File: src/rtl/instr_fetch_mem.sv
// -----------------------------------------------------------------------------
// instr_fetch_mem
//
// Fetch stage for the Fetch & Decode path: a run-time programmable instruction
// memory with an integrated program counter and a registered (one-cycle) read.
// Each cycle the decoder sees a (pc_out, instr, instr_valid) triple.
//
// Parameters
//   DATA_W   : instruction word width in bits
//   DEPTH    : number of instruction words (any value, not only powers of 2)
//   ADDR_W   : word-address width, 2**ADDR_W >= DEPTH
//   RESET_PC : word address loaded into the PC on reset, < DEPTH
//
// Ports
//   clk            : system clock, all state changes on the rising edge
//   reset          : synchronous, active-high reset (memory is not cleared)
//   prog_we        : programming-port write enable
//   prog_addr      : programming-port word address (>= DEPTH is dropped)
//   prog_data      : programming-port write data
//   fetch_en       : a fetch is permitted this cycle
//   stall          : downstream stall, holds PC and every fetch output
//   redirect_valid : load the PC from redirect_pc (branch / jump)
//   redirect_pc    : redirect target word address
//   instr          : fetched instruction word (registered)
//   instr_valid    : instr / pc_out carry a valid fetch
//   pc_out         : word address of the word currently on instr
//   fault          : sticky out-of-range redirect flag, cleared only by reset
// -----------------------------------------------------------------------------
module instr_fetch_mem #(
  parameter int DATA_W   = 32,
  parameter int DEPTH    = 16,
  parameter int ADDR_W   = 4,
  parameter int RESET_PC = 0
) (
  input  logic              clk,
  input  logic              reset,
  input  logic              prog_we,
  input  logic [ADDR_W-1:0] prog_addr,
  input  logic [DATA_W-1:0] prog_data,
  input  logic              fetch_en,
  input  logic              stall,
  input  logic              redirect_valid,
  input  logic [ADDR_W-1:0] redirect_pc,
  output logic [DATA_W-1:0] instr,
  output logic              instr_valid,
  output logic [ADDR_W-1:0] pc_out,
  output logic              fault
);

  // ---------------------------------------------------------------------------
  // Constants
  // ---------------------------------------------------------------------------
  localparam logic [1:0] ST_IDLE  = 2'd0;
  localparam logic [1:0] ST_RUN   = 2'd1;
  localparam logic [1:0] ST_FAULT = 2'd2;

  localparam logic [ADDR_W-1:0] RESET_PC_A = ADDR_W'(RESET_PC);
  localparam logic [ADDR_W-1:0] LAST_PC    = ADDR_W'(DEPTH - 1);
  // One extra bit so DEPTH == 2**ADDR_W is still representable.
  localparam logic [ADDR_W:0]   DEPTH_A    = (ADDR_W + 1)'(DEPTH);

  // Address lies inside the populated part of the address space.
  function automatic logic in_range(input logic [ADDR_W-1:0] addr);
    return {1'b0, addr} < DEPTH_A;
  endfunction

  // ---------------------------------------------------------------------------
  // Instruction storage
  // ---------------------------------------------------------------------------
  // Contents start at zero at time zero and survive reset, so a program loaded
  // before (or during) reset is still there when fetching starts.
  logic [DATA_W-1:0] mem_q [DEPTH] = '{default: '0};

  // NOTE: the memory deliberately has no reset branch; clearing every word
  // would turn a RAM into a flop array and would also wipe a freshly loaded
  // program. Writes are accepted regardless of reset or FSM state.
  always_ff @(posedge clk) begin
    if (prog_we && in_range(prog_addr)) begin
      mem_q[prog_addr] <= prog_data;
    end
  end

  // ---------------------------------------------------------------------------
  // Fetch state
  // ---------------------------------------------------------------------------
  logic [1:0]        state_q,  state_d;
  logic [ADDR_W-1:0] pc_q,     pc_d;
  logic [DATA_W-1:0] instr_q,  instr_d;
  logic [ADDR_W-1:0] pc_out_q, pc_out_d;
  logic              valid_q,  valid_d;
  logic              fault_q,  fault_d;

  // Sequential successor of the PC, wrapping at the top of the populated
  // range rather than at 2**ADDR_W.
  logic [ADDR_W-1:0] pc_next_seq;
  // The word under the PC. It is sampled from the pre-edge array contents, so
  // a programming write to the same address in the same cycle is not seen
  // until a later fetch (read-before-write).
  logic [DATA_W-1:0] rd_word;
  // Set by the FSM when this cycle performs a fetch.
  logic              do_fetch;

  assign pc_next_seq = (pc_q == LAST_PC) ? '0 : pc_q + 1'b1;
  assign rd_word     = mem_q[pc_q];

  always_comb begin
    // NOTE: every next-state signal gets a hold value before the case
    // statement, so paths that do not mention a register cannot infer a latch.
    state_d  = state_q;
    pc_d     = pc_q;
    instr_d  = instr_q;
    pc_out_d = pc_out_q;
    valid_d  = valid_q;
    fault_d  = fault_q;
    do_fetch = 1'b0;

    case (state_q)
      ST_IDLE: begin
        valid_d = 1'b0;
        // The first fetch happens in the same cycle that leaves IDLE.
        if (fetch_en && !stall) begin
          do_fetch = 1'b1;
          state_d  = ST_RUN;
        end
      end

      ST_RUN: begin
        if (redirect_valid) begin
          // A redirect wins over a stall: the target must be loaded even when
          // the consumer is frozen, otherwise the branch would be lost.
          if (in_range(redirect_pc)) begin
            pc_d    = redirect_pc;
            valid_d = 1'b0;          // one bubble, instr/pc_out held
          end else begin
            fault_d = 1'b1;
            valid_d = 1'b0;
            instr_d = '0;
            state_d = ST_FAULT;
          end
        end else if (stall) begin
          // Everything holds via the defaults above.
        end else if (fetch_en) begin
          do_fetch = 1'b1;
        end else begin
          valid_d = 1'b0;
          instr_d = '0;
          state_d = ST_IDLE;
        end
      end

      ST_FAULT: begin
        // Terminal until reset; only the programming port stays live.
        valid_d = 1'b0;
        instr_d = '0;
        fault_d = 1'b1;
      end

      default: begin
        // Unreachable encoding: fall back to a quiet IDLE.
        valid_d = 1'b0;
        state_d = ST_IDLE;
      end
    endcase

    if (do_fetch) begin
      instr_d  = rd_word;
      pc_out_d = pc_q;
      valid_d  = 1'b1;
      pc_d     = pc_next_seq;
    end
  end

  // NOTE: sequential state is updated with non-blocking assignments only, so
  // every register samples the pre-edge values regardless of statement order.
  always_ff @(posedge clk) begin
    if (reset) begin
      state_q  <= ST_IDLE;
      pc_q     <= RESET_PC_A;
      instr_q  <= '0;
      pc_out_q <= '0;
      valid_q  <= 1'b0;
      fault_q  <= 1'b0;
    end else begin
      state_q  <= state_d;
      pc_q     <= pc_d;
      instr_q  <= instr_d;
      pc_out_q <= pc_out_d;
      valid_q  <= valid_d;
      fault_q  <= fault_d;
    end
  end

  assign instr       = instr_q;
  assign instr_valid = valid_q;
  assign pc_out      = pc_out_q;
  assign fault       = fault_q;

endmodule

File: config.mk
export PLATFORM = sky130hd
export DESIGN_NAME = instr_fetch_mem
export DESIGN_NICKNAME = d
export VERILOG_FILES = /design/src/rtl/instr_fetch_mem.sv
export SDC_FILE = /design/constraint.sdc
export NUM_CORES = 1
export LEC_CHECK = 0
export ABC_CLOCK_PERIOD_IN_PS = 4600
export BUFFER_PORTS_ARGS = -buffer_cell sky130_fd_sc_hd__buf_2
export CORE_MARGIN = 5
export CORE_UTILIZATION = 40
export DETAILED_ROUTE_END_ITERATION = 12
export GPL_ROUTABILITY_DRIVEN = 0
export GPL_TIMING_DRIVEN = 0
export PLACE_DENSITY = 0.67
export RECOVER_POWER = 25
export SYNTH_ARGS = -nofsm -noshare
export SYNTH_HDL_FRONTEND = slang
export SYNTH_SLANG_ARGS = --single-unit
File: constraint.sdc
create_clock -name clk -period 4.6 [get_ports clk]
set_input_delay 0.46 -clock clk [delete_from_list [all_inputs] [get_ports clk]]
set_output_delay 0.46 -clock clk [all_outputs]
set_load 0.02 [all_outputs]
# Word-level counts from Yosys, hierarchy flattened
# Memories as Yosys holds them, arrays and structs flattened. A register that Yosys moved wholly into a read port is not among the register bits.
# Cells that the tools add are included.
[op_classes]
n_bitwise = 1
n_addsub = 1
muxes = 28
reduce_logical = 10
eq_ne = 12
[ops]
columns = ["op", "count"]
rows = [
  ["32-bit 2-to-1 mux", 4],
  ["32-bit case mux with 2 select lines", 1],
  ["4-bit 2-to-1 mux", 6],
  ["1-bit 2-to-1 mux", 11],
  ["3-bit inequality test (second input constant)", 3],
  ["2-bit 2-to-1 mux", 4],
  ["2-bit inequality test (second input constant)", 4],
  ["4-bit inequality test (second input constant)", 2],
  ["2-bit case mux with 3 select lines", 1],
  ["5-bit AND reduction", 1],
  ["4-bit by 1-bit adder with 4-bit output (second input constant)", 1],
  ["4-bit equality test (second input constant)", 1],
  ["2-bit AND reduction", 2],
  ["4-bit AND reduction", 1],
  ["2-bit nonzero test", 2],
  ["3-bit nonzero test", 1],
  ["2-bit by 1-bit equality test with 1-bit output (second input constant)", 1],
  ["2-bit equality test (second input constant)", 1],
  ["2-bit logical NOT", 1],
  ["1-bit case mux with 2 select lines", 1],
  ["1-bit logical AND", 1],
  ["1-bit logical NOT", 1],
  ["1-bit inverter", 1],
]
[totals]
memories = 1
output_inout_bits = 38
mem_bits_rw = 512
regBits = 44
wordCells = 59
input_bits = 46
[mem_list]
columns = ["memory", "depth", "width", "rd", "rd_ports_with_merged_regs", "write_ports", "line_no", "text"]
rows = [
  ["mem_q", 16, 32, 1, 1, 1, "72", "logic [DATA_W-1:0] mem_q [DEPTH] = '{default: '0};"],
]

# Longest topological paths before layout
# Gate-level depths: netlist (run 1).
[logic_depth]
depth_word = 8
mapped_depth = 6
ltp_nobuf = 4

# Worst setup path before layout (run 1)
# Ideal clock, no wire load.
[synth_path]
path_type = "input to register"
start = "in prog_addr[3]"
end = "mem mem_q[0][0] (enable)"
required_time_ns = 4.139
path_slack_ns = 0.960
path_buffers = 0
path_stages = 2
arrival_ns = 3.178
setup_time_ns = 0.461
path_cell_list = "or3b_2 nor3_1"
[synth_rtl]
columns = ["item", "line_no", "text"]
rows = [
  ["start, declared", "38", "input logic [ADDR_W-1:0] prog_addr,"],
  ["end, declared", "72", ""],
]
# No word-level cell before the write port.

==> results by group, run 1 <==
Outcome
  – Status: completed

Clock network
  – Clock Latency Late Sink: 600 ps
  – Max Buffers Root-to-Sink: 3
  – Clk slew on worst S/H paths: 60 ps
  – Hold_buf cts: 0
  – CTS Buf Count: 56
  – CTS tree: yes
  – Clk root buf: clkbuf_16
  – Sinks on Clock Net: around 560
  – Post-CTS sizing: 0
  – H-tree levels: 2
  – Post-CTS Setup Bufs: 0

Logic synthesis
  – Post-synth top area share: 0.730
  – Synth area leader: edfxtp_1
  – Synth warn: 0
  – Number of synthesized register bits: 558
  – Synth area leaders: edfxtp_1 (73%), mux4_2 (14%), dfxtp_1 (4.4%), mux2i_1 (3.0%), o221ai_1 (1.2%)
  – Synth Cell Area: between 20000 and 25000 um2
  – Post-synthesis cell count: 942
  – Mean post-synth cell area: 22.4 um2
  – Cell variety after synth: 36
  – Post-Syn Nets: 989
  – Sequential element share of the synthesized area: 0.773

Route
  – Met3 WL post-DR: 5130 um
  – WL per Instance: 27.5 um
  – Routed wire length: between 50000 and 60000 um
  – Met2 wire len: 24300 um
  – Met1 wire length: 20400 um
  – Via Count: 10500
  – TritonRoute pass-1 iters: 5
  – DRC viols: 0
  – Routed vias/inst: 5.71
  – Iter 0 DRT Violations: 1224
  – Top layer in use: met5
  – ANT nets after route: 0

Finish
  – Share of layout cells above drive strength 1: 0.311
  – Filler cells: approximately 4300
  – Commonest non-fill, non-tap cells in the layout: edfxtp_1 (512), mux4_2 (128), buf_2 (83)
  – Most common cell after layout, fill and taps aside: edfxtp_1
  – Register area: 16300 um2
  – Cell Count, Final, Fillers Out: 1846
  – Area grow syn2layout: 17.4%
  – Area occupied by multi-input gates: 4560 um2
  – Nets: approximately 1200

Setup path
  – Buf/Inv on CP: 3
  – CP Cell Sequence: buf_2, buf_2, buf_2, mux4_2, mux2i_1, o221ai_1
  – Worst path most repeated cell: buf_2
  – Setup CP Type: reg -> reg
  – CP startpoint kind: flip-flop
  – Top delay family on crit path: buffers and inverters
  – Crit-path slowest cell: buf_2
  – Worst EP arrival: 2780 ps
  – Worst-path fanout max: 10
  – Worst Setup End Kind: flip-flop
  – Worst path required time: 5030 ps
  – Max incr delay on CP: 420 ps

Die
  – IO Pins: 84
  – Die ar.: 57400 um2
  – DIE WIDTH: 240 um
  – Initial Utilization: 0.403
  – Row count: 84
  – Chip Height: 240 um
  – Core Region: 52300 um2

Global route
  – Largest net degree at the start of global routing: 23
  – Initial antenna violation count: 3
  – Vias in the first global route: roughly 11000
  – Total grt overflow: 0
  – GRT Util Overall: 0.177
  – Global-route wire length before repair: 73500 um

STA
  – Minimum clock period: 2350 ps
  – Final TNS setup: 0 ps
  – Final setup vio count: 0
  – Final period util: 0.510
  – FMAX: 426 MHz
  – Least-Margin Pin Slew: 996 ps
  – Fin. Hold Viols: 0
  – Slew HR: 0.336
  – Clock Skew: roughly 16 ps
  – Final slew viol count: 0
  – RSZ-0062 raised after global routing: no

Pwr
  – Power Dens Cells: 446 nW/um2
  – Worst VDD drop: 0.276 mV
  – Leakage: 0.00772 uW
  – Total power draw: 11000 uW

Placement
  – Number of port buffers: 82
  – Dpl hpwl: 31400 um
  – Cell count after placement: roughly 1700

Min path
  – Hold Crit Class: in -> reg

Flow run
  – Max-cap violation count: 0
## per-layer routing
metal | track usage | vias up
li1 | - | 4352
met1 | 0.250 | 5580
met2 | 0.281 | 513
met3 | 0.0449 | 83
met4 | 0.0396 | 4
met5 | 0 | -
## worst paths after layout
kind / startpoint / to / slack (ps) / depth (start not counted)
setup / recovery: flip-flop / instr[28]$_SDFFE_PP0P_ / 2250 / 6
hold / removal: redirect_pc[2] / flip-flop / 180 / 3
setup reg to reg: flip-flop / instr[28]$_SDFFE_PP0P_ / 2250 / 6
hold reg to reg: pc_out[0]$_SDFFE_PP0P_ / pc_out[0]$_SDFFE_PP0P_ / 470 / 2
## cells in the mapped netlist (all sizes together)
library cell,n
edfxtp,512
mux4,128
mux2i,64
dfxtp,46
buf,38
o211ai,32
o221ai,32
clkbuf,20
nor2,17
a21oi,6
nand2,6
o21ai,6
nand3,5
nor3,5
nand2b,3
nand3b,3
a211oi,2
a21o,2
a311oi,2
a311o,1
a31o,1
a31oi,1
and2,1
clkinv,1
conb,1
ha,1
nand4,1
nand4b,1
nor2b,1
or3b,1
or4,1
xor2,1
## registers in the layout (all words and copies together) (netlist names), named ones only
register / count
mem_q: 512
pc_out: 4
pc_q: 4
instr: 32
state_q: 1
instr_valid: 1
## cells by family after synthesis
| family | after synthesis | synth area share |
|---|---|---|
| AND/OR/NAND/NOR | 45 | 0.0108 |
| other | 1 | 0.000178 |
| AO/OA/AOI/OAI | 85 | 0.0319 |
| adder cells (fa/ha/maj) | 1 | 0.000594 |
| buffers and inverters | 59 | 0.0155 |
| multiplexers | 192 | 0.167 |
| flip-flops | 558 | 0.773 |
| XOR/XNOR | 1 | 0.000416 |
## per-stage QoR
step           utilization  hold slack, ps  setup slack, ps  area (um2)
3_5_place_dp         0.437             464             1930       22900
2_1_floorplan            -             482              960       21100
3_3_place_gp         0.427             466            -2030       22300
6_report             0.473             183             2250       24700
5_1_grt              0.472             205             2190       24700
4_1_cts              0.473             170             2300       24800
## report_power, final
part | leakage [uW] | total, uW | internal [uW] | switching, uW
logic | 0.00182 | 700 | 280 | 420
registers | 0.00500 | 5700 | 5660 | 42.0
clock network | 0.000907 | 4640 | 2770 | 1860
total | 0.00772 | 11000 | 8710 | 2320
## tightest hold or removal path, stage by stage
cell and delay (ps):
buf_2 100, nor2_1 90, a211oi_1 70
## cell type report
type / instances / share of cell area
sequential: 558 / 0.659
timing repair buffer: 110 / 0.0326
buffer: 58 / 0.0131
antenna: 2 / 0.000202
inverter: 1 / 0.000152
clock buffer: 83 / 0.0640
multi-input combinational: 325 / 0.184
tap: 688 / 0.0348
clock inverter: 21 / 0.0120
Power figures use the tool's default switching activity.
==> run 2: changes to the inputs <==
--- a/config.mk
+++ b/config.mk
@@ -5,14 +5,14 @@
 export SDC_FILE = /design/constraint.sdc
 export NUM_CORES = 1
 export LEC_CHECK = 0
-export ABC_CLOCK_PERIOD_IN_PS = 4600
+export ABC_CLOCK_PERIOD_IN_PS = 1940
 export BUFFER_PORTS_ARGS = -buffer_cell sky130_fd_sc_hd__buf_2
 export CORE_MARGIN = 5
 export CORE_UTILIZATION = 40
 export DETAILED_ROUTE_END_ITERATION = 12
 export GPL_ROUTABILITY_DRIVEN = 0
 export GPL_TIMING_DRIVEN = 0
-export PLACE_DENSITY = 0.67
+export PLACE_DENSITY = 0.69
 export RECOVER_POWER = 25
 export SYNTH_ARGS = -nofsm -noshare
 export SYNTH_HDL_FRONTEND = slang
==> constraint.sdc (replaced) <==
create_clock -name clk -period 1.94 [get_ports clk]
set_input_delay 0.194 -clock clk [delete_from_list [all_inputs] [get_ports clk]]
set_output_delay 0.194 -clock clk [all_outputs]
set_load 0.02 [all_outputs]
==> run 2 against run 1 <==
Effect of this change: design area rose by 2.6%; wire length rose by 1.2%; clock power rose by 140%; utilization rose by 1.2 points; global-route usage rose by 0.16 points; die area did not move; clock-buffer cell count fell by 10; sequential share of layout area fell by 1.7 points; hold slack got worse by 46 ps.
==> results by group, run 2 (synthesis gave the netlist of run 1 again) <==
Clock network
  – CTS Buf Count: 55 (was 56)
  – Clk root buf: clkbuf_16 (unchanged)
  – Clk slew on worst S/H paths: 60 ps (about the same)
  – H-tree levels: 2 (unchanged)
  – Clock Latency Late Sink: 590 ps (was 600 ps)
  – Max Buffers Root-to-Sink: 3 (unchanged)
  – Sinks on Clock Net: 558 (unchanged)
  – CTS tree: yes (unchanged)

Outcome
  – Status: completed (unchanged)

Route
  – Via Count: 10700 (was 10500)
  – ANT nets after route: 0 (unchanged)
  – Routed vias/inst: 5.68 (was 5.71)
  – WL per Instance: 27.3 um (was 27.5 um)
  – DRC viols: 0 (unchanged)
  – Routed wire length: 51400 um (was 50800 um)
  – TritonRoute pass-1 iters: 5 (unchanged)
  – Iter 0 DRT Violations: 1331 (was 1224)

Setup path
  – Worst-path fanout max: 10 (unchanged)
  – R2R Path End: instr[19]$_SDFFE_PP0P_ (was instr[28]$_SDFFE_PP0P_)
  – CP startpoint kind: flip-flop (unchanged)
  – FF-to-FF path depth: 6 (unchanged)
  – Setup CP Type: reg -> reg (unchanged)
  – Worst Setup End Kind: flip-flop (unchanged)
  – Worst path required time: 2400 ps (was 5030 ps)
  – FF-to-FF setup slack: 50 ps (was 2250 ps)
  – Worst EP arrival: 2350 ps (was 2780 ps)

STA
  – Clock Skew: 15.0 ps (was 15.9 ps)
  – FMAX: 528 MHz (was 426 MHz)
  – Final TNS setup: 0 ps (unchanged)
  – Slew HR: 0.333 (was 0.336)
  – Least-Margin Pin Slew: 998 ps (was 996 ps)
  – Final period util: 0.977 (was 0.510)
  – RSZ-0062 raised after global routing: yes (was no)
  – Fin. Hold Viols: 0 (unchanged)
  – Final setup vio count: 0 (unchanged)
  – Final slew viol count: 0 (unchanged)
  – Minimum clock period: 1890 ps (was 2350 ps)

Finish
  – Most common cell after layout, fill and taps aside: edfxtp_1 (unchanged)
  – Filler cells: 4165 (was 4261)
  – Max FFs per register: 512 (unchanged)
  – Commonest non-fill, non-tap cells in the layout: edfxtp_1 (512), mux4_2 (128), buf_2 (70) (was edfxtp_1 (512), mux4_2 (128), buf_2 (83))
  – Cell Count, Final, Fillers Out: 1880 (was 1846)
  – Area grow syn2layout: 20.5% (was 17.4%)
  – Share of layout cells above drive strength 1: 0.310 (was 0.311)
  – Nets: 1192 (was 1157)
  – Biggest register: mem_q (unchanged)

Pwr
  – Power Dens Cells: 1050 nW/um2 (was 446 nW/um2)
  – Leakage: 0.00798 uW (was 0.00772 uW)
  – Worst VDD drop: 0.743 mV (was 0.276 mV)

Global route
  – Vias in the first global route: 10900 (was 10700)
  – Initial antenna violation count: 2 (was 3)
  – Global-route wire length before repair: 74500 um (was 73500 um)
  – GRT Util Overall: 0.178 (was 0.177)
  – Total grt overflow: 0 (unchanged)
  – Largest net degree at the start of global routing: 22 (was 23)

Die
  – Row count: 84 (unchanged)
  – IO Pins: 84 (unchanged)
  – DIE WIDTH: 240 um (unchanged)
  – Die ar.: 57400 um2 (unchanged)
  – Core Region: 52300 um2 (unchanged)
  – Initial Utilization: 0.403 (unchanged)
  – Chip Height: 240 um (unchanged)

Placement
  – Dpl hpwl: 30900 um (was 31400 um)
  – Cell count after placement: 1732 (was 1740)
  – Number of port buffers: 82 (unchanged)

Min path
  – Hold Crit Class: in -> reg (unchanged)
  – Hold_sp: fetch_en (was redirect_pc[2])
  – Hold EP: state_q[0]$_SDFFE_PP0P_
  – Hold path depth: 4 (was 3)

Flow run
  – Max-cap violation count: 0 (unchanged)
## run 2: cell types whose count changed in the layout (fill, tap and decap cells not counted), moves of 3 or more
cell	delta
dlygate4sd3_1	+43
clkbuf_1	-19
buf_2	-13
buf_16	+8
clkbuf_2	+8
clkbuf_8	-5
nor3_2	-4
nor3_4	+4
bufinv_16	+3
clkinv_1	+3
## run 2: area by class of cell
cell class	count	area, um2	share of cell area
Multi-Input combinational cell	325	4590	0.181
Antenna cell	2	5.00	0.000197
Clock buffer	73	1500	0.0589
Clock inverter	29	408	0.0161
Sequential cell	558	16300	0.642
Buffer	57	439	0.0173
Timing Repair Buffer	147	1290	0.0507
Inverter	1	3.75	0.000148
Tap cell	688	861	0.0339
## run 2: worst max path at each step
stage                 startpoint                     end  slack (ps)  depth (start not counted)
floorplan           prog_addr[3]   mem_q[6][0]$_DFFE_PP_        -280                          2
detailed placement         reset   instr[2]$_SDFFE_PP0P_        -590                          6
CTS                    flip-flop  instr[17]$_SDFFE_PP0P_         -20                          5
global route           flip-flop  instr[25]$_SDFFE_PP0P_         -60                          5
finish                 flip-flop  instr[19]$_SDFFE_PP0P_          50                          6
global placement    prog_addr[0]  mem_q[11][6]$_DFFE_PP_       -2310                          3
## run 2: per-stage QoR
stage	total power [uW]	hold WS, ps	cell area, um2	util	setup WS, ps
detailed placement	15500	473	22900	0.438	-589
global route	27300	142	25400	0.485	-62.3
finish	26500	137	25400	0.485	45.2
CTS	26700	107	25300	0.484	-21.7
global placement	15400	467	22400	0.428	-2310
floorplan	14700	293	21100	-	-281
## run 2: repair_timing
item	in CTS	in global routing
hold endpoints to repair	526	0
buffers inserted	0	2
hold buffers	43	0
gates resized for setup	32	17
setup endpoints to repair	32	35
## run 2: power breakdown
| group | internal (uW) | switching (uW) |
|---|---|---|
| Combinational | 760 | 1010 |
| Sequential | 13400 | 109 |
| Clock | 6760 | 4480 |
| Total | 20900 | 5600 |
## run 2: routing by layer
metal  GRT usage  routed length (um)  vias to the layer above
li1            -                   -                     4422
met1       0.254               21100                     5642
met5           0                   8                        -
met2       0.284               24700                      511
met4      0.0462                1270                        2
met3      0.0375                4370                       92
## run 2: critical path: stages (launching register included)
cell and delay [ps]:
dfxtp_1 300, buf_2 180, buf_4 280, buf_4 290
buf_4 310, mux2i_1 260, o221ai_1 140
